==> config.mk <==
export PLATFORM = sky130hd
export DESIGN_NAME = enemy_wave_sequencer_flat
export DESIGN_NICKNAME = d
export VERILOG_FILES = /design/src/rtl/enemy_wave_if.sv /design/src/rtl/enemy_wave_sequencer.sv /design/src/flat_wrapper.sv
export SDC_FILE = /design/constraint.sdc
export NUM_CORES = 1
export LEC_CHECK = 0
export ABC_AREA = 1
export BUFFER_PORTS_ARGS = -buffer_cell sky130_fd_sc_hd__buf_2
export CORE_UTILIZATION = 37
export CTS_CLUSTER_SIZE = 16
export DETAILED_ROUTE_END_ITERATION = 10
export PLACE_DENSITY_LB_ADDON = 0.12
export SETUP_SLACK_MARGIN = 0.4
export SYNTH_ARGS = -nofsm -noshare
export SYNTH_HDL_FRONTEND = slang
export SYNTH_SLANG_ARGS = --single-unit
==> constraint.sdc <==
create_clock -name clk -period 4.6 [get_ports clk]
set_clock_uncertainty 0.05 [all_clocks]
set_input_delay 0.23 -clock clk [delete_from_list [all_inputs] [get_ports clk]]
set_output_delay 0.23 -clock clk [all_outputs]
set_load 0.005 [all_outputs]
==> src/rtl/enemy_wave_if.sv <==
// Sequencer-side bundle: frame/move/kill controls in, plotter drive and status out.
interface enemy_wave_if #(
  parameter int unsigned ROWS = 2,
  parameter int unsigned COLS = 4
);
  localparam int unsigned N = ROWS * COLS;

  logic         start;
  logic         move_tick;
  logic         kill_valid;
  logic [3:0]   kill_index;
  logic         enemy_done;
  logic         enemy_enable;
  logic [8:0]   x_pos_init;
  logic [7:0]   y_pos_init;
  logic         busy;
  logic         frame_done;
  logic [N-1:0] alive;
  logic         all_dead;
  logic         reached_bottom;

  // Sequencer view
  modport slave (
    input  start, move_tick, kill_valid, kill_index, enemy_done,
    output enemy_enable, x_pos_init, y_pos_init, busy, frame_done,
           alive, all_dead, reached_bottom
  );

  // Controller / plotter view
  modport master (
    output start, move_tick, kill_valid, kill_index, enemy_done,
    input  enemy_enable, x_pos_init, y_pos_init, busy, frame_done,
           alive, all_dead, reached_bottom
  );
endinterface

==> src/rtl/enemy_wave_sequencer.sv <==
// Walks the enemy grid once per frame, feeding live enemy positions to the
// sprite plotter, then marches the formation and tracks the alive mask.
module enemy_wave_sequencer #(
  parameter int unsigned ROWS     = 2,
  parameter int unsigned COLS     = 4,
  parameter int unsigned X_STEP   = 40,
  parameter int unsigned Y_STEP   = 24,
  parameter int unsigned SPRITE_W = 28,
  parameter int unsigned SPRITE_H = 20,
  parameter int unsigned SCREEN_W = 320,
  parameter int unsigned BOTTOM_Y = 200,
  parameter int unsigned X_INIT   = 16,
  parameter int unsigned Y_INIT   = 8,
  parameter int unsigned MOVE_DX  = 2,
  parameter int unsigned DROP_DY  = 8
) (
  input  logic         clk,
  input  logic         reset,
  enemy_wave_if.slave  bus
);

  localparam int unsigned N       = ROWS * COLS;
  localparam int unsigned IDX_W   = $clog2(N + 1);
  localparam int unsigned RIGHT_M = MOVE_DX + (COLS - 1) * X_STEP + SPRITE_W;
  localparam int unsigned BOT_M   = (ROWS - 1) * Y_STEP + SPRITE_H;

  typedef enum logic [1:0] {IDLE, SCAN, DRAW, MOVE} state_e;

  state_e             state_q;
  logic [IDX_W-1:0]   idx_q;
  logic [N-1:0]       alive_q, alive_d;
  logic [8:0]         grid_x_q, grid_x_d;
  logic [7:0]         grid_y_q, grid_y_d;
  logic               dir_left_q, dir_left_d;
  logic               move_pending_q;
  logic               enable_q;
  logic [8:0]         x_q;
  logic [7:0]         y_q;
  logic               busy_q;
  logic               frame_done_q;

  logic               slot_alive_c;
  int unsigned        row_c, col_c;
  logic [8:0]         slot_x_c;
  logic [7:0]         slot_y_c;

  // Alive bit and screen position of the slot under the scan index
  always_comb begin
    slot_alive_c = 1'b0;
    for (int unsigned i = 0; i < N; i++) begin
      if (idx_q == IDX_W'(i)) slot_alive_c = alive_q[i];
    end
    row_c    = 32'(idx_q) / COLS;
    col_c    = 32'(idx_q) % COLS;
    slot_x_c = 9'(32'(grid_x_q) + col_c * X_STEP);
    slot_y_c = 8'(32'(grid_y_q) + row_c * Y_STEP);
  end

  // Kill requests clear one alive bit; out-of-range indices match nothing
  always_comb begin
    alive_d = alive_q;
    for (int unsigned i = 0; i < N; i++) begin
      if (bus.kill_valid && (bus.kill_index == 4'(i))) alive_d[i] = 1'b0;
    end
  end

  // Formation step applied in MOVE: march, or reverse and drop at an edge
  always_comb begin
    grid_x_d   = grid_x_q;
    grid_y_d   = grid_y_q;
    dir_left_d = dir_left_q;
    if (move_pending_q) begin
      if (!dir_left_q && ((10'(grid_x_q) + 10'(RIGHT_M)) > 10'(SCREEN_W))) begin
        dir_left_d = 1'b1;
        grid_y_d   = grid_y_q + 8'(DROP_DY);
      end else if (dir_left_q && (10'(grid_x_q) < 10'(MOVE_DX))) begin
        dir_left_d = 1'b0;
        grid_y_d   = grid_y_q + 8'(DROP_DY);
      end else if (dir_left_q) begin
        grid_x_d = grid_x_q - 9'(MOVE_DX);
      end else begin
        grid_x_d = grid_x_q + 9'(MOVE_DX);
      end
    end
  end

  // Frame walk FSM with registered plotter drive and status
  always_ff @(posedge clk) begin
    if (reset) begin
      state_q        <= IDLE;
      idx_q          <= '0;
      alive_q        <= '1;
      grid_x_q       <= 9'(X_INIT);
      grid_y_q       <= 8'(Y_INIT);
      dir_left_q     <= 1'b0;
      move_pending_q <= 1'b0;
      enable_q       <= 1'b0;
      x_q            <= '0;
      y_q            <= '0;
      busy_q         <= 1'b0;
      frame_done_q   <= 1'b0;
    end else begin
      frame_done_q   <= 1'b0;
      alive_q        <= alive_d;
      move_pending_q <= move_pending_q | bus.move_tick;
      case (state_q)
        IDLE: begin
          if (bus.start) begin
            idx_q   <= '0;
            busy_q  <= 1'b1;
            state_q <= SCAN;
          end
        end
        SCAN: begin
          if (idx_q == IDX_W'(N)) begin
            state_q <= MOVE;
          end else if (!slot_alive_c) begin
            idx_q <= idx_q + IDX_W'(1);
          end else begin
            x_q      <= slot_x_c;
            y_q      <= slot_y_c;
            enable_q <= 1'b1;
            state_q  <= DRAW;
          end
        end
        DRAW: begin
          // Enable falls on the same edge the plotter leaves its done state
          if (bus.enemy_done) begin
            enable_q <= 1'b0;
            idx_q    <= idx_q + IDX_W'(1);
            state_q  <= SCAN;
          end
        end
        MOVE: begin
          grid_x_q       <= grid_x_d;
          grid_y_q       <= grid_y_d;
          dir_left_q     <= dir_left_d;
          move_pending_q <= bus.move_tick;
          frame_done_q   <= 1'b1;
          busy_q         <= 1'b0;
          state_q        <= IDLE;
        end
        default: state_q <= IDLE;
      endcase
    end
  end

  assign bus.enemy_enable   = enable_q;
  assign bus.x_pos_init     = x_q;
  assign bus.y_pos_init     = y_q;
  assign bus.busy           = busy_q;
  assign bus.frame_done     = frame_done_q;
  assign bus.alive          = alive_q;
  assign bus.all_dead       = (alive_q == '0);
  assign bus.reached_bottom = (10'(grid_y_q) + 10'(BOT_M)) >= 10'(BOTTOM_Y);

endmodule

==> src/flat_wrapper.sv <==
// flat-port wrapper written by rule: the top's interface ports become plain ports
module enemy_wave_sequencer_flat 
#(
  parameter int unsigned ROWS     = 2,
  parameter int unsigned COLS     = 4,
  parameter int unsigned X_STEP   = 40,
  parameter int unsigned Y_STEP   = 24,
  parameter int unsigned SPRITE_W = 28,
  parameter int unsigned SPRITE_H = 20,
  parameter int unsigned SCREEN_W = 320,
  parameter int unsigned BOTTOM_Y = 200,
  parameter int unsigned X_INIT   = 16,
  parameter int unsigned Y_INIT   = 8,
  parameter int unsigned MOVE_DX  = 2,
  parameter int unsigned DROP_DY  = 8
)
  (clk, reset, bus_start, bus_move_tick, bus_kill_valid, bus_kill_index, bus_enemy_done, bus_enemy_enable, bus_x_pos_init, bus_y_pos_init, bus_busy, bus_frame_done, bus_alive, bus_all_dead, bus_reached_bottom);
  enemy_wave_if #(.ROWS(ROWS), .COLS(COLS)) bus_i ();
  input  logic clk;
  input  logic reset;
  input wire logic [$bits(bus_i.start)-1:0] bus_start;
  input wire logic [$bits(bus_i.move_tick)-1:0] bus_move_tick;
  input wire logic [$bits(bus_i.kill_valid)-1:0] bus_kill_valid;
  input wire logic [$bits(bus_i.kill_index)-1:0] bus_kill_index;
  input wire logic [$bits(bus_i.enemy_done)-1:0] bus_enemy_done;
  output wire logic [$bits(bus_i.enemy_enable)-1:0] bus_enemy_enable;
  output wire logic [$bits(bus_i.x_pos_init)-1:0] bus_x_pos_init;
  output wire logic [$bits(bus_i.y_pos_init)-1:0] bus_y_pos_init;
  output wire logic [$bits(bus_i.busy)-1:0] bus_busy;
  output wire logic [$bits(bus_i.frame_done)-1:0] bus_frame_done;
  output wire logic [$bits(bus_i.alive)-1:0] bus_alive;
  output wire logic [$bits(bus_i.all_dead)-1:0] bus_all_dead;
  output wire logic [$bits(bus_i.reached_bottom)-1:0] bus_reached_bottom;
  assign bus_i.start = bus_start;
  assign bus_i.move_tick = bus_move_tick;
  assign bus_i.kill_valid = bus_kill_valid;
  assign bus_i.kill_index = bus_kill_index;
  assign bus_i.enemy_done = bus_enemy_done;
  assign bus_enemy_enable = bus_i.enemy_enable;
  assign bus_x_pos_init = bus_i.x_pos_init;
  assign bus_y_pos_init = bus_i.y_pos_init;
  assign bus_busy = bus_i.busy;
  assign bus_frame_done = bus_i.frame_done;
  assign bus_alive = bus_i.alive;
  assign bus_all_dead = bus_i.all_dead;
  assign bus_reached_bottom = bus_i.reached_bottom;
  enemy_wave_sequencer #(.ROWS(ROWS), .COLS(COLS), .X_STEP(X_STEP), .Y_STEP(Y_STEP), .SPRITE_W(SPRITE_W), .SPRITE_H(SPRITE_H), .SCREEN_W(SCREEN_W), .BOTTOM_Y(BOTTOM_Y), .X_INIT(X_INIT), .Y_INIT(Y_INIT), .MOVE_DX(MOVE_DX), .DROP_DY(DROP_DY)) u_core (.clk(clk), .reset(reset), .bus(bus_i));
endmodule
# Yosys cells after proc, flatten, opt, wreduce, memory -nomap -nowiden

Index checks and enable logic that the tools add are counted.

Register bits: 53
Output and inout port bits: 30

Add/sub/neg operators: 8
Multiply operators: 2
Order comparisons: 3
Equal/unequal tests: 24
Mux-type cells: 31
Bitwise logic cells: 4
Reduce and logical (&&, ||, !) cells: 26

Operators by type and width:

| operator               | count |
|---|---|
| $eq A4 B3 Y1 const B   | 8 |
| $eq A4 B2 Y1 const B   | 4 |
| $mux W1                | 16 |
| $mux W4                | 4 |
| $mux W8                | 2 |
| $pmux W4 S3            | 1 |
| $add A9 B8 Y10 const B | 1 |
| $ge A10 B8 Y1 const B  | 1 |
| $gt A10 B9 Y1 const B  | 1 |
| $logic_and A1 B1 Y1    | 10 |
| $add A8 B6 Y9 const B  | 1 |
| $add A9 B2 Y9 const B  | 1 |
| $add A9 B9 Y9          | 1 |
| $lt A9 B2 Y1 const B   | 1 |
| $mux W9                | 1 |
| $reduce_and A3 Y1      | 3 |
| $sub A9 B2 Y9 const B  | 1 |
| $add A8 B4 Y8 const B  | 1 |
| $add A8 B8 Y8          | 1 |
| $eq A4 B1 Y1 const B   | 2 |
| $logic_not A4 Y1       | 2 |
| $logic_not A8 Y1       | 1 |
| $mux W2                | 4 |
| $ne A2 B2 Y1 const B   | 4 |
| 19 further kinds       | 26 |

# Longest topological paths before layout

Gate-level depths: netlist (run 1).

Depth in word-level cells: 12
Gate-level depth with buffers: 17
Gate-level depth less buffers: 17

# Worst setup path after synthesis (run 1)

No wires, ideal clock.

Path kind: register -> register
Start: reg u_core.idx_q[2]
End: reg u_core.y_q[7], in the netlist u_core.bus.y_pos_init[7]
Library setup time: 116 ps
Arrival time: 1725 ps
Required time: 4434 ps
Path slack: 2709 ps
Cell stages (with the launch flop): 9
Buffers on the path: 0
Period minus slack after synthesis: 1891 ps
Cells stage by stage: dfxtp_1 -> inv_1 -> ha_1 -> fa_1 -> nand3_1 -> nand2_1 -> xor2_1 -> o21ai_0 -> nor2_1

Word-level cells in the longest chain between the ends: 10
Elaborated cells between the ends (all ways): 21
Classes of those cells: add/sub (1); mul (1); eq/ne (8); mux (8); bitwise (1); reduce/logical (2)

Ends and longest elaborated chain:

| element                                                | RTL line                    | RTL |
|---|---|---|
| start: declaration                                     | enemy_wave_sequencer.sv:30  | `logic [IDX_W-1:0] idx_q;` |
| start signal: assignment                               | enemy_wave_sequencer.sv:118 | `idx_q <= idx_q + IDX_W'(1);` |
| start signal: assignment                               | enemy_wave_sequencer.sv:130 | `idx_q <= idx_q + IDX_W'(1);` |
| branches (longest 10 deep; another with $add A8 B8 Y8) | -                           |  |
| end signal: assignment                                 | enemy_wave_sequencer.sv:121 | `y_q <= slot_y_c;` |
| end: declaration                                       | enemy_wave_sequencer.sv:38  | `logic [7:0] y_q;` |

Parallel ways; which one is timed is not known.
A chain may end at the register's enable or synchronous reset.

# Worst setup path in the final report (run 1)

Start: reg u_core.idx_q[0]
End: reg u_core.x_q[4], in the netlist u_core.bus.x_pos_init[4]

Word-level cells in the longest chain between the ends: 10
Elaborated cells between the ends (all ways): 21
Classes of those cells: add/sub (1); mul (1); eq/ne (8); mux (8); bitwise (1); reduce/logical (2)

Ends and longest elaborated chain:

| element                                                | RTL line                    | RTL |
|---|---|---|
| branches (longest 10 deep; another with $add A9 B9 Y9) | -                           |  |
| end signal: assignment                                 | enemy_wave_sequencer.sv:120 | `x_q <= slot_x_c;` |
| end: declaration                                       | enemy_wave_sequencer.sv:37  | `logic [8:0] x_q;` |

Parallel ways; which one is timed is not known.

==> metrics.csv, run 1 <==
stage,metric,value,unit
outcome,outcome,"finished, final reports clean",
floorplan,Initial Utilization,38.3,%
floorplan,io pins,40,
floorplan,placement row count,32,
yosys,number of synthesized flops with an enable pin,0,
setup_path,CP startpoint,u_core.idx_q[0]$_SDFFE_PP0P_,
global_route,largest net degree at the start of global routing,29,
detailed_routing,vias,2604,
cts,"CTS clk-pin slew, worst paths",0.08,ns
yosys,sequential share of the synthesized area,30.5,%
detailed_routing,DRC viols,0,
sta,Final min period,2.28,ns
cts,setup bufs post-CTS,0,
setup_path,reg2reg setup slack,2.32,ns
detailed_routing,drt pass-1 iters,4,
global_route,first-pass GRT wire length,11400,um
cts,worst skew pair latency,0.30,ns
detailed_routing,DRC violation total after the first TritonRoute iteration,88,
global_route,grt ovf,0,
placed_design,port bufs,35,
setup_path,CP endpoint kind,register,
hold_path,Hold Startpoint,bus_move_tick,
cells_and_area,nets@finish,488,
sta,Final Hold Vio Count,0,
power_and_ir_drop,NetSw,0.520,mW
yosys,Syn Area/Cell,7.01,um^2
floorplan,Die Y,91.4,um
setup_path,WP data required,4.74,ns
floorplan,Core Box Area,0.00773,mm^2
sta,Fin Hold WS,0.0895,ns
sta,Final Cycle Share,49.6,%
power_and_ir_drop,clock power share,21.6,%
cts,H-tree Lvls,2,
yosys,Yosys warnings,0,
yosys,post-synth cell types,33,
setup_path,"Arr. time, crit path",2.43,ns
cells_and_area,synth-to-layout area growth,11.1,%
setup_path,crit path cell chain,inv_1 -> ha_1 -> nand2_1 -> inv_1 -> nor2_1 -> nand2_1 -> nand2_1 -> nand2_1 -> nand2_1 -> nand2_1 -> nand2_1 -> nand2_1 -> inv_2 -> nand2_1 -> nand2_1 -> nor2_1,
sta,RSZ-0062 raised after global routing,no,
detailed_routing,antenna-violating nets left,0,
floorplan,total die area,0.00835,mm^2
cts,clk sinks,45,
sta,Fin Setup TNS,0,ns
yosys,cell count after synthesis,422,
placed_design,post-DP HPWL,4990,um
yosys,Synth area leaders,"dfxtp_1, nand2_1, ha_1, nor2_1, xor2_1",
cts,CTS resizes,0,
setup_path,Critical R2R Launch,u_core.idx_q[0]$_SDFFE_PP0P_,
global_route,vias in the first global route,2432,
cts,CTS tree,built,
sta,Slew headroom,52.5,%
hold_path,worst min-delay path class,in2reg,
sta,# setup viols final,0,
power_and_ir_drop,Seq pwr share,38.5,%
global_route,all-layer global routing usage,16.9,%
power_and_ir_drop,Switching Share,38.5,%
cts,Root Buffer,clkbuf_8,
yosys,Synth async-reset ratio,0,%
sta,fmax,438,MHz
detailed_routing,Total Routed Length,6530,um
yosys,top-area cell type share of the netlist area,30.5,%
cts,CTS Hold Bufs,0,
setup_path,Setup crit start kind,register,
global_route,initial antenna violation count,0,
power_and_ir_drop,Comb power frac,39.9,%
detailed_routing,drt wl/cell,11.8,um
power_and_ir_drop,Power Dens Cells,412,mW/mm^2
placed_design,GP Congestion,0.795,
yosys,Synth Register Bits,45,
setup_path,Crit Path Max Fanout,14,
setup_path,Crit Path Category,reg2reg,
floorplan,Die X-Extent,91.4,um
setup_path,most common cell type on the critical path,nand2_1,
setup_path,CP max-delay cell,dfxtp_1,
cts,CTS Buf Count,5,
yosys,Yosys top cell by area,dfxtp_1,
cells_and_area,Antenna Diode Count,0,
yosys,Mapped Area,0.00296,mm^2
power_and_ir_drop,internal power,0.832,mW
cts,maximum clock path buffer count,2,
cells_and_area,share of layout cells above drive strength 1,14.2,%
run,Max-Cap Viols,0,
power_and_ir_drop,Lkg Pwr,1.52,nW
sta,max-slew violation count,0,
detailed_routing,Avg Vias per Cell,4.70,
sta,Slew @ Worst Pin,0.708,ns
power_and_ir_drop,Max IR drop VDD,0.000147,V
setup_path,CP peak stage delay,0.47,ns
yosys,"Top FF cell, synth",dfxtp_1,
## synthesized netlist by cell type, drive strengths merged, types with 2 or more instances
| cell type | number |
|---|---|
| a21oi | 26 |
| xor2 | 20 |
| inv | 45 |
| o21ai | 31 |
| dfxtp | 45 |
| xnor2 | 5 |
| fa | 2 |
| nand2 | 98 |
| nand4 | 4 |
| o21bai | 2 |
| ha | 24 |
| nand3 | 37 |
| clkbuf | 3 |
| buf | 12 |
| nor2 | 51 |
| nor3 | 9 |
| clkinv | 2 |
## cell type report
class / count / area [um^2]
clock buffer: 5 / 68.8
clock inverter: 2 / 35.0
fill: 828 / 4440
inverter: 47 / 176
multi-input combinational: 318 / 1800
sequential: 45 / 901
tap: 102 / 128
timing repair buffer: 35 / 175
## layer usage
metal / global-route usage (%) / part of all wire [%] / vias up
met1: 23.7 / 53 / 1160
met5: 0 / 0 / -
li1: - / - / 1405
met4: 4.37 / 1.1 / 0
met2: 26.9 / 43 / 34
met3: 2.60 / 2.3 / 5
## path summary, 6_finish.rpt
kind                                                 to  cells past startpoint
setup reg to reg  u_core.bus.x_pos_init[4]$_SDFFE_PP0P_                     16
hold reg to reg   u_core.bus.x_pos_init[3]$_SDFFE_PP0P_                      2
setup / recovery  u_core.bus.x_pos_init[4]$_SDFFE_PP0P_                     16
hold / removal         u_core.move_pending_q$_SDFF_PP0_                      3
## power by group through the flow
stage          logic, mW  clock network (mW)  registers [mW]
2_1_floorplan      0.397                   0           0.529
3_3_place_gp       0.539                   0           0.531
3_5_place_dp       0.544                   0           0.531
4_1_cts            0.547               0.304           0.522
5_1_grt            0.641               0.318           0.531
6_report           0.540               0.292           0.521
## registers in the layout (all words and copies together), names as in the netlist, 2 cells and up
| name | flops |
|---|---|
| u_core.bus.alive | 8 |
| u_core.bus.x_pos_init | 8 |
| u_core.grid_x_q | 8 |
| u_core.bus.y_pos_init | 5 |
| u_core.grid_y_q | 5 |
| u_core.idx_q | 4 |
| u_core.state_q | 2 |
## cells by family (layout without fill, tap and decap cells)
kind of cell	after synthesis	in the layout	synth area share (%)
other	1	4	0.127
XOR/XNOR	25	25	7.41
flip-flops	45	45	30.5
AO/OA/AOI/OAI	61	61	11.8
adder cells (fa/ha/maj)	26	26	11.5
AND/OR/NAND/NOR	202	202	29.7
buffers and inverters	62	89	9.01
## through the flow
stage | worst slack (ns) | cells | instance area [um^2] | util (%) | total power [mW]
after floorplan | 2.71 | 425 | 2970 | - | 0.926
after global placement | 2.32 | 547 | 3180 | 41.2 | 1.07
after detailed placement | 2.31 | 547 | 3180 | 41.2 | 1.08
after CTS | 2.31 | 554 | 3280 | 42.5 | 1.37
after global routing | 1.97 | 554 | 3280 | 42.5 | 1.49
final | 2.32 | 554 | 3280 | 42.5 | 1.35
## placed cells by master, fill, tap and decap left out, types with 3 or more instances in the layout
cell,count
nand3_1,34
inv_2,4
nor2_1,49
nand4_1,4
xor2_1,20
o21ai_0,27
xnor2_1,5
buf_2,35
a21oi_2,6
inv_1,41
a21oi_1,20
nand2_1,93
conb_1,4
dfxtp_1,45
nand3_2,3
o21ai_1,3
clkbuf_8,5
nor3_1,9
nand2_2,3
ha_1,24
## critical path, delay by kind of cell (launching register included)
kind,cells,cell delay [ns]
adders and majority gates,1,0.24
DFF,1,0.47
buffers and inverters,3,0.47
and+or+nand+nor,12,0.94
Power figures use the tool's default switching activity.
==> run 2: changes to the inputs <==
==> constraint.sdc (replaced) <==
create_clock -name clk -period 2 [get_ports clk]
set_clock_uncertainty 0.05 [all_clocks]
set_input_delay 0.1 -clock clk [delete_from_list [all_inputs] [get_ports clk]]
set_output_delay 0.1 -clock clk [all_outputs]
set_load 0.005 [all_outputs]
==> run 2 against run 1 <==
  * Non-clock buffer count up 37
  * Critical endpoint is now u_core.bus.x_pos_init[6]$_SDFFE_PP0P_
  * Critical path type unchanged
  * Critical path depth decreased by 1
  * Wire length increased by 14%
==> metrics.csv, run 2 (synthesized netlist as in run 1, its figures left out) <==
stage,metric,value,unit,change
outcome,outcome,"finished, final reports clean",,
sta,fmax,544,MHz,+24%
setup_path,Crit Path Max Fanout,7,,-7
setup_path,Crit Path Category,reg2reg,,
detailed_routing,Total Routed Length,7470,um,+14%
sta,Fin Setup TNS,0,ns,unchanged
cells_and_area,synth-to-layout area growth,35.0,%,
power_and_ir_drop,Design Power,3.57,mW,+160%
run,Max-Cap Viols,0,,unchanged
sta,Final Hold Vio Count,0,,unchanged
setup_path,reg2reg setup slack,0.16,ns,-2.16 ns
global_route,largest net degree at the start of global routing,19,,-34%
cts,worst skew pair latency,0.29,ns,about the same
setup_path,CP peak stage delay,0.45,ns,-0.02 ns
cells_and_area,FF+latch area,931,um^2,+3.3%
placed_design,post-DP HPWL,5290,um,+6.0%
cells_and_area,nets@finish,527,,+8.0%
floorplan,Initial Utilization,38.3,%,unchanged
floorplan,placement row count,32,,unchanged
setup_path,reg2reg end,u_core.bus.x_pos_init[6]$_SDFFE_PP0P_,,
global_route,first-pass GRT wire length,12500,um,+9.4%
setup_path,crit path cell chain,inv_6 -> ha_4 -> nand2_1 -> inv_2 -> nor2_2 -> nand2_1 -> nand2_1 -> nand2_1 -> nand2_1 -> nand2_2 -> nand2_4 -> nand2_8 -> buf_6 -> o21ai_2 -> nor2_1,,
power_and_ir_drop,clock power share,15.4,%,-6.2 points
cts,H-tree Lvls,2,,unchanged
sta,Final min period,1.84,ns,-0.444 ns
sta,max-slew violation count,0,,unchanged
floorplan,Core Box Area,0.00773,mm^2,unchanged
cts,CTS Buf Count,5,,unchanged
sta,Final Cycle Share,91.9,%,+42 points
global_route,all-layer global routing usage,18.5,%,+1.6 points
hold_path,Hold Path End,u_core.bus.busy$_SDFFE_PP0P_,,
hold_path,hold path depth,4,,+1
floorplan,Die Y,91.4,um,unchanged
floorplan,total die area,0.00835,mm^2,unchanged
power_and_ir_drop,NetSw,1.48,mW,+180%
power_and_ir_drop,Switching Share,41.5,%,+3.1 points
cells_and_area,share of layout cells above drive strength 1,36.4,%,+22 points
power_and_ir_drop,Seq pwr share,35.0,%,-3.5 points
setup_path,WP data required,2.14,ns,-2.60 ns
power_and_ir_drop,Power Dens Cells,894,mW/mm^2,+120%
placed_design,GP Congestion,0.862,,+8.4%
setup_path,CP endpoint kind,register,,
cells_and_area,"most common cell after layout, fill and taps aside",nand2_1,,
cells_and_area,most frequent cells in the layout,"nand2_1, nor2_1, buf_2",,
setup_path,most common cell type on the critical path,nand2_1,,
cts,Root Buffer,clkbuf_8,,
sta,# setup viols final,0,,unchanged
cts,CTS tree,built,,
setup_path,CP max-delay cell,dfxtp_4,,
cts,clk sinks,45,,unchanged
detailed_routing,antenna-violating nets left,0,,unchanged
hold_path,Hold Startpoint,bus_start,,
detailed_routing,drt wl/cell,12.6,um,+6.7%
cells_and_area,Final Core Density,51.7,%,+9.1 points
cells_and_area,Fill cells,746,,-9.9%
global_route,initial antenna violation count,0,,unchanged
cells_and_area,multi-input logic area,0.00216,mm^2,+20%
power_and_ir_drop,internal power,2.09,mW,+150%
detailed_routing,DRC viols,0,,unchanged
cts,maximum clock path buffer count,2,,unchanged
cts,"CTS clk-pin slew, worst paths",0.09,ns,about the same
global_route,grt ovf,0,,unchanged
setup_path,Critical R2R Launch,u_core.idx_q[0]$_SDFFE_PP0P_,,
detailed_routing,DRC violation total after the first TritonRoute iteration,85,,-3.4%
setup_path,Setup crit start kind,register,,
power_and_ir_drop,Comb power frac,49.6,%,+9.7 points
power_and_ir_drop,Max IR drop VDD,0.000331,V,+120%
detailed_routing,vias,2837,,+8.9%
detailed_routing,drt pass-1 iters,4,,unchanged
placed_design,port bufs,35,,unchanged
hold_path,worst min-delay path class,in2reg,,
setup_path,"Arr. time, crit path",1.98,ns,-0.45 ns
sta,RSZ-0062 raised after global routing,yes,,
floorplan,io pins,40,,unchanged
global_route,vias in the first global route,2641,,+8.6%
cells_and_area,Antenna Diode Count,0,,unchanged
setup_path,worst reg-to-reg path cell count,15,,-1
floorplan,Die X-Extent,91.4,um,unchanged
detailed_routing,Avg Vias per Cell,4.78,,+1.6%
power_and_ir_drop,Lkg Pwr,1.76,nW,+15%
run 2: cell count changes in the layout (fill, tap and decap cells not counted), moves of 9 or more:
cell | before | now
buf_4 | 0 | 30
dfxtp_1 | 45 | 33
ha_1 | 24 | 14
inv_1 | 41 | 32
nand2_1 | 93 | 74
nand2_2 | 3 | 14
o21ai_0 | 27 | 12
run 2: through the flow:
stage	worst slack (ns)	std cells	instance area, um^2	hold WS [ns]
global placement	0.153	559	3400	0.267
CTS	0.203	594	3850	0.0297
detailed placement	0.0796	559	3400	0.273
finish	0.161	594	3990	0.0445
floorplan	0.334	425	3110	0.167
global route	0.0361	594	3990	0.0709
run 2: repair_timing:
action	CTS	global route
endpoints found under the hold margin	1	0
gates cloned	2	0
pin swaps	17	14
gates resized for setup	42	38
hold buffers	1	0
setup endpoints to repair	35	35
buffers inserted	24	0
run 2: cell type report:
class	count	area share, %
well taps	102	3.20
flip-flops and latches	45	23.3
clock buffers	6	1.82
multi-input cells	320	54.0
inverters	47	4.98
clock inverters	2	0.251
repair buffers	72	12.4
run 2: worst max path at each step:
stage | start | end | slack [ns]
floorplan | u_core.idx_q[0]$_SDFFE_PP0P_ | u_core.bus.x_pos_init[3]$_SDFFE_PP0P_ | 0.33
global placement | u_core.idx_q[0]$_SDFFE_PP0P_ | u_core.bus.x_pos_init[3]$_SDFFE_PP0P_ | 0.15
detailed placement | u_core.idx_q[1]$_SDFFE_PP0P_ | u_core.bus.x_pos_init[4]$_SDFFE_PP0P_ | 0.08
CTS | u_core.idx_q[0]$_SDFFE_PP0P_ | u_core.bus.y_pos_init[6]$_SDFFE_PP0P_ | 0.20
global route | u_core.idx_q[0]$_SDFFE_PP0P_ | u_core.bus.x_pos_init[6]$_SDFFE_PP0P_ | 0.04
finish | u_core.idx_q[0]$_SDFFE_PP0P_ | u_core.bus.x_pos_init[6]$_SDFFE_PP0P_ | 0.16
run 2: worst max-delay path, delay by kind of cell (launching register included):
family / cells / cell delay [ns]
compound gates: 1 / 0.10
fa+ha+maj: 1 / 0.16
buf+inv: 3 / 0.25
flops: 1 / 0.45
simple gates: 10 / 0.72
run 2: metal layers:
metal | wire length (um) | track usage [%] | vias to the layer above
met5 | 0 | 0 | -
met4 | 98 | 5.82 | 0
met3 | 154 | 2.26 | 9
met2 | 3580 | 31.8 | 42
met1 | 3630 | 24.0 | 1291
li1 | - | - | 1495
run 2: power by group through the flow:
stage | Clock, mW | Sequential [mW] | Combinational (mW)
after floorplan | 0 | 1.24 | 1.01
after global routing | 0.617 | 1.28 | 1.96
after CTS | 0.575 | 1.24 | 1.64
final | 0.550 | 1.25 | 1.77
after global placement | 0 | 1.24 | 1.39
after detailed placement | 0 | 1.25 | 1.39
==> run 3: changes to the inputs <==
--- a/config.mk
+++ b/config.mk
@@ -7,6 +7,7 @@
 export LEC_CHECK = 0
 export ABC_AREA = 1
 export BUFFER_PORTS_ARGS = -buffer_cell sky130_fd_sc_hd__buf_2
+export CORE_MARGIN = 4
 export CORE_UTILIZATION = 37
 export CTS_CLUSTER_SIZE = 16
 export DETAILED_ROUTE_END_ITERATION = 10
==> run 3 against run 2 <==
  * Clock power rose by 24%
  * Worst setup slack improved by 0.042 ns
  * Worst hold slack got worse by 0.0070 ns
  * Via count decreased by 1.7%
  * Flip-flop and latch count is the same
  * Sequential share of layout area hardly changed
  * Global-route usage shrank 3.0 points
  * Core utilization about the same
  * Cell area up 0.53%
  * Non-clock buffer count is 2 lower
  * Critical path depth down 7
  * Largest power group unchanged
  * Highest routed layer unchanged
==> metrics.csv, run 3 (synthesized netlist as in run 1, its figures left out) <==
stage,metric,value,unit,change
hold_path,Hold Startpoint,bus_start,,
setup_path,"Arr. time, crit path",1.99,ns,about the same
power_and_ir_drop,Seq pwr share,33.9,%,-1.1 points
cts,Root Buffer,clkbuf_8,,
setup_path,reg2reg end,u_core.grid_x_q[3]$_SDFFE_PP0P_,,
hold_path,hold path depth,4,,unchanged
global_route,grt ovf,0,,unchanged
placed_design,port bufs,35,,unchanged
detailed_routing,Avg Vias per Cell,4.72,,-1.2%
cells_and_area,Antenna Diode Count,0,,unchanged
cts,maximum clock path buffer count,2,,unchanged
setup_path,CP top delay family,simple AND/OR/NAND/NOR gates,,
detailed_routing,DRC violation total after the first TritonRoute iteration,75,,-12%
cts,"CTS clk-pin slew, worst paths",0.09,ns,about the same
setup_path,Crit Path Category,reg2reg,,
detailed_routing,drt pass-1 iters,4,,unchanged
placed_design,Placed Cells,555,,-0.72%
floorplan,total die area,0.00948,mm^2,+14%
power_and_ir_drop,NetSw,1.47,mW,-0.90%
cts,worst skew pair latency,0.31,ns,+0.02 ns
power_and_ir_drop,Lkg Pwr,1.74,nW,-1.2%
detailed_routing,drt wl/cell,12.7,um,+1.1%
setup_path,CP peak stage delay,0.40,ns,-0.05 ns
sta,Final Cycle Share,89.8,%,-2.1 points
sta,Final min period,1.80,ns,-0.0416 ns
cts,clk sinks,45,,unchanged
cells_and_area,Fill cells,772,,+3.5%
cells_and_area,most frequent cells in the layout,"nand2_1, nor2_1, buf_2",,
setup_path,Setup crit start kind,register,,
cts,CTS tree,built,,
global_route,vias in the first global route,2624,,-0.64%
sta,Fin Hold WS,0.0374,ns,-0.00702 ns
hold_path,Hold Path End,u_core.bus.busy$_SDFFE_PP0P_,,
cts,H-tree Lvls,2,,unchanged
power_and_ir_drop,Switching Share,40.1,%,-1.4 points
detailed_routing,vias,2788,,-1.7%
setup_path,crit path cell chain,nor2_1 -> nand4_1 -> o21ai_4 -> buf_4 -> nand2_8 -> nand2_8 -> nand2_2 -> a21oi_2,,
setup_path,most common cell type on the critical path,nand2_8,,
run,Max-Cap Viols,0,,unchanged
detailed_routing,antenna-violating nets left,0,,unchanged
power_and_ir_drop,clock power share,18.6,%,+3.2 points
sta,RSZ-0062 raised after global routing,yes,,
cts,CTS Buf Count,5,,unchanged
sta,max-slew violation count,0,,unchanged
floorplan,Core Box Area,0.00777,mm^2,+0.52%
setup_path,reg2reg setup slack,0.20,ns,+0.04 ns
cells_and_area,"most common cell after layout, fill and taps aside",nand2_1,,
cells_and_area,synth-to-layout area growth,35.7,%,
power_and_ir_drop,Max IR drop VDD,0.000322,V,-2.6%
power_and_ir_drop,Power Dens Cells,912,mW/mm^2,+2.0%
floorplan,Die Y,97.4,um,+6.6%
sta,fmax,556,MHz,+2.3%
cells_and_area,nets@finish,524,,-0.57%
global_route,initial antenna violation count,0,,unchanged
cells_and_area,final std cells w/o fill,591,,-0.51%
floorplan,io pins,40,,unchanged
sta,Fin Setup TNS,0,ns,unchanged
floorplan,Initial Utilization,38.1,%,-0.20 points
sta,Final Hold Vio Count,0,,unchanged
setup_path,Critical R2R Launch,u_core.grid_x_q[4]$_SDFFE_PP1P_,,
setup_path,CP max-delay cell,dfxtp_2,,
cells_and_area,share of layout cells above drive strength 1,36.2,%,-0.19 points
setup_path,CP bufs+invs,1,,-2
floorplan,placement row count,32,,unchanged
floorplan,Die X-Extent,97.4,um,+6.6%
detailed_routing,DRC viols,0,,unchanged
placed_design,GP Congestion,0.783,,-9.1%
global_route,first-pass GRT wire length,12300,um,-1.7%
outcome,outcome,"finished, final reports clean",,
hold_path,worst min-delay path class,in2reg,,
setup_path,WP data required,2.19,ns,+0.05 ns
setup_path,worst reg-to-reg path cell count,8,,-7
global_route,largest net degree at the start of global routing,19,,unchanged
sta,# setup viols final,0,,unchanged
placed_design,post-DP HPWL,5420,um,+2.5%
global_route,all-layer global routing usage,15.5,%,-3.0 points
power_and_ir_drop,internal power,2.19,mW,+5.0%
detailed_routing,Total Routed Length,7510,um,+0.55%
setup_path,CP endpoint kind,register,,
setup_path,Crit Path Max Fanout,7,,unchanged
power_and_ir_drop,Comb power frac,47.5,%,-2.1 points
[run 3: layer usage]
layer | wire (um) | up-vias | GRT usage [%]
met5 | 0 | - | 0
met4 | 98 | 0 | 4.79
met3 | 228 | 8 | 2.73
met2 | 3680 | 44 | 26.4
met1 | 3500 | 1250 | 20.0
li1 | - | 1486 | -
[run 3: power by group through the flow]
stage	clock (mW)	combinational (mW)	sequential [mW]
global route	0.737	1.96	1.27
floorplan	0	1.01	1.24
global placement	0	1.39	1.24
detailed placement	0	1.39	1.25
CTS	0.708	1.57	1.24
finish	0.682	1.74	1.24
[run 3: per-stage QoR]
| stage | area (um^2) | setup slack (ns) | total power [mW] | util [%] |
|---|---|---|---|---|
| final | 4010 | 0.203 | 3.66 | 51.7 |
| after global routing | 4010 | 0.0663 | 3.97 | 51.7 |
| after CTS | 3780 | 0.224 | 3.52 | 48.7 |
| after detailed placement | 3370 | 0.0860 | 2.63 | 43.4 |
| after global placement | 3370 | 0.128 | 2.64 | 43.4 |
| after floorplan | 3110 | 0.334 | 2.25 | - |
[run 3: worst max-delay path by stage]
stage                                         start                                    end  slack, ns  cells after the start
finish              u_core.grid_x_q[4]$_SDFFE_PP1P_        u_core.grid_x_q[3]$_SDFFE_PP0P_       0.20                      8
global route           u_core.idx_q[0]$_SDFFE_PP0P_  u_core.bus.y_pos_init[7]$_SDFFE_PP0P_       0.07                     15
CTS                    u_core.idx_q[0]$_SDFFE_PP0P_  u_core.bus.y_pos_init[5]$_SDFFE_PP0P_       0.22                     16
detailed placement     u_core.idx_q[0]$_SDFFE_PP0P_  u_core.bus.x_pos_init[4]$_SDFFE_PP0P_       0.09                     16
global placement       u_core.idx_q[3]$_SDFFE_PP0P_  u_core.bus.x_pos_init[4]$_SDFFE_PP0P_       0.13                     16
floorplan              u_core.idx_q[0]$_SDFFE_PP0P_  u_core.bus.x_pos_init[3]$_SDFFE_PP0P_       0.33                     15
[run 3: layout make-up]
cell class / instances / area, um^2 / area share [%]
clock inverter: 1 / 7.51 / 0.187
multi-input combinational: 319 / 2160 / 53.9
clock buffer: 7 / 108 / 2.68
inverter: 47 / 200 / 4.99
tap: 102 / 128 / 3.18
sequential: 45 / 937 / 23.4
timing repair buffer: 70 / 472 / 11.8
[run 3: worst register-to-register path, cell delays in order (launching register included)]
cell,delay [ns]
dfxtp_2,0.40
nor2_1,0.22
nand4_1,0.27
o21ai_4,0.23
buf_4,0.16
nand2_8,0.07
nand2_8,0.13
nand2_2,0.07
a21oi_2,0.12
[run 3: repair_timing]
| action | CTS | global route |
|---|---|---|
| hold buffers | 1 | 0 |
| gates cloned | 1 | 0 |
| endpoints found under the hold margin | 1 | 0 |
| pin swaps | 15 | 14 |
| endpoints found under the setup margin | 34 | 36 |
| gates resized for setup | 38 | 41 |
| buffers inserted | 18 | 8 |
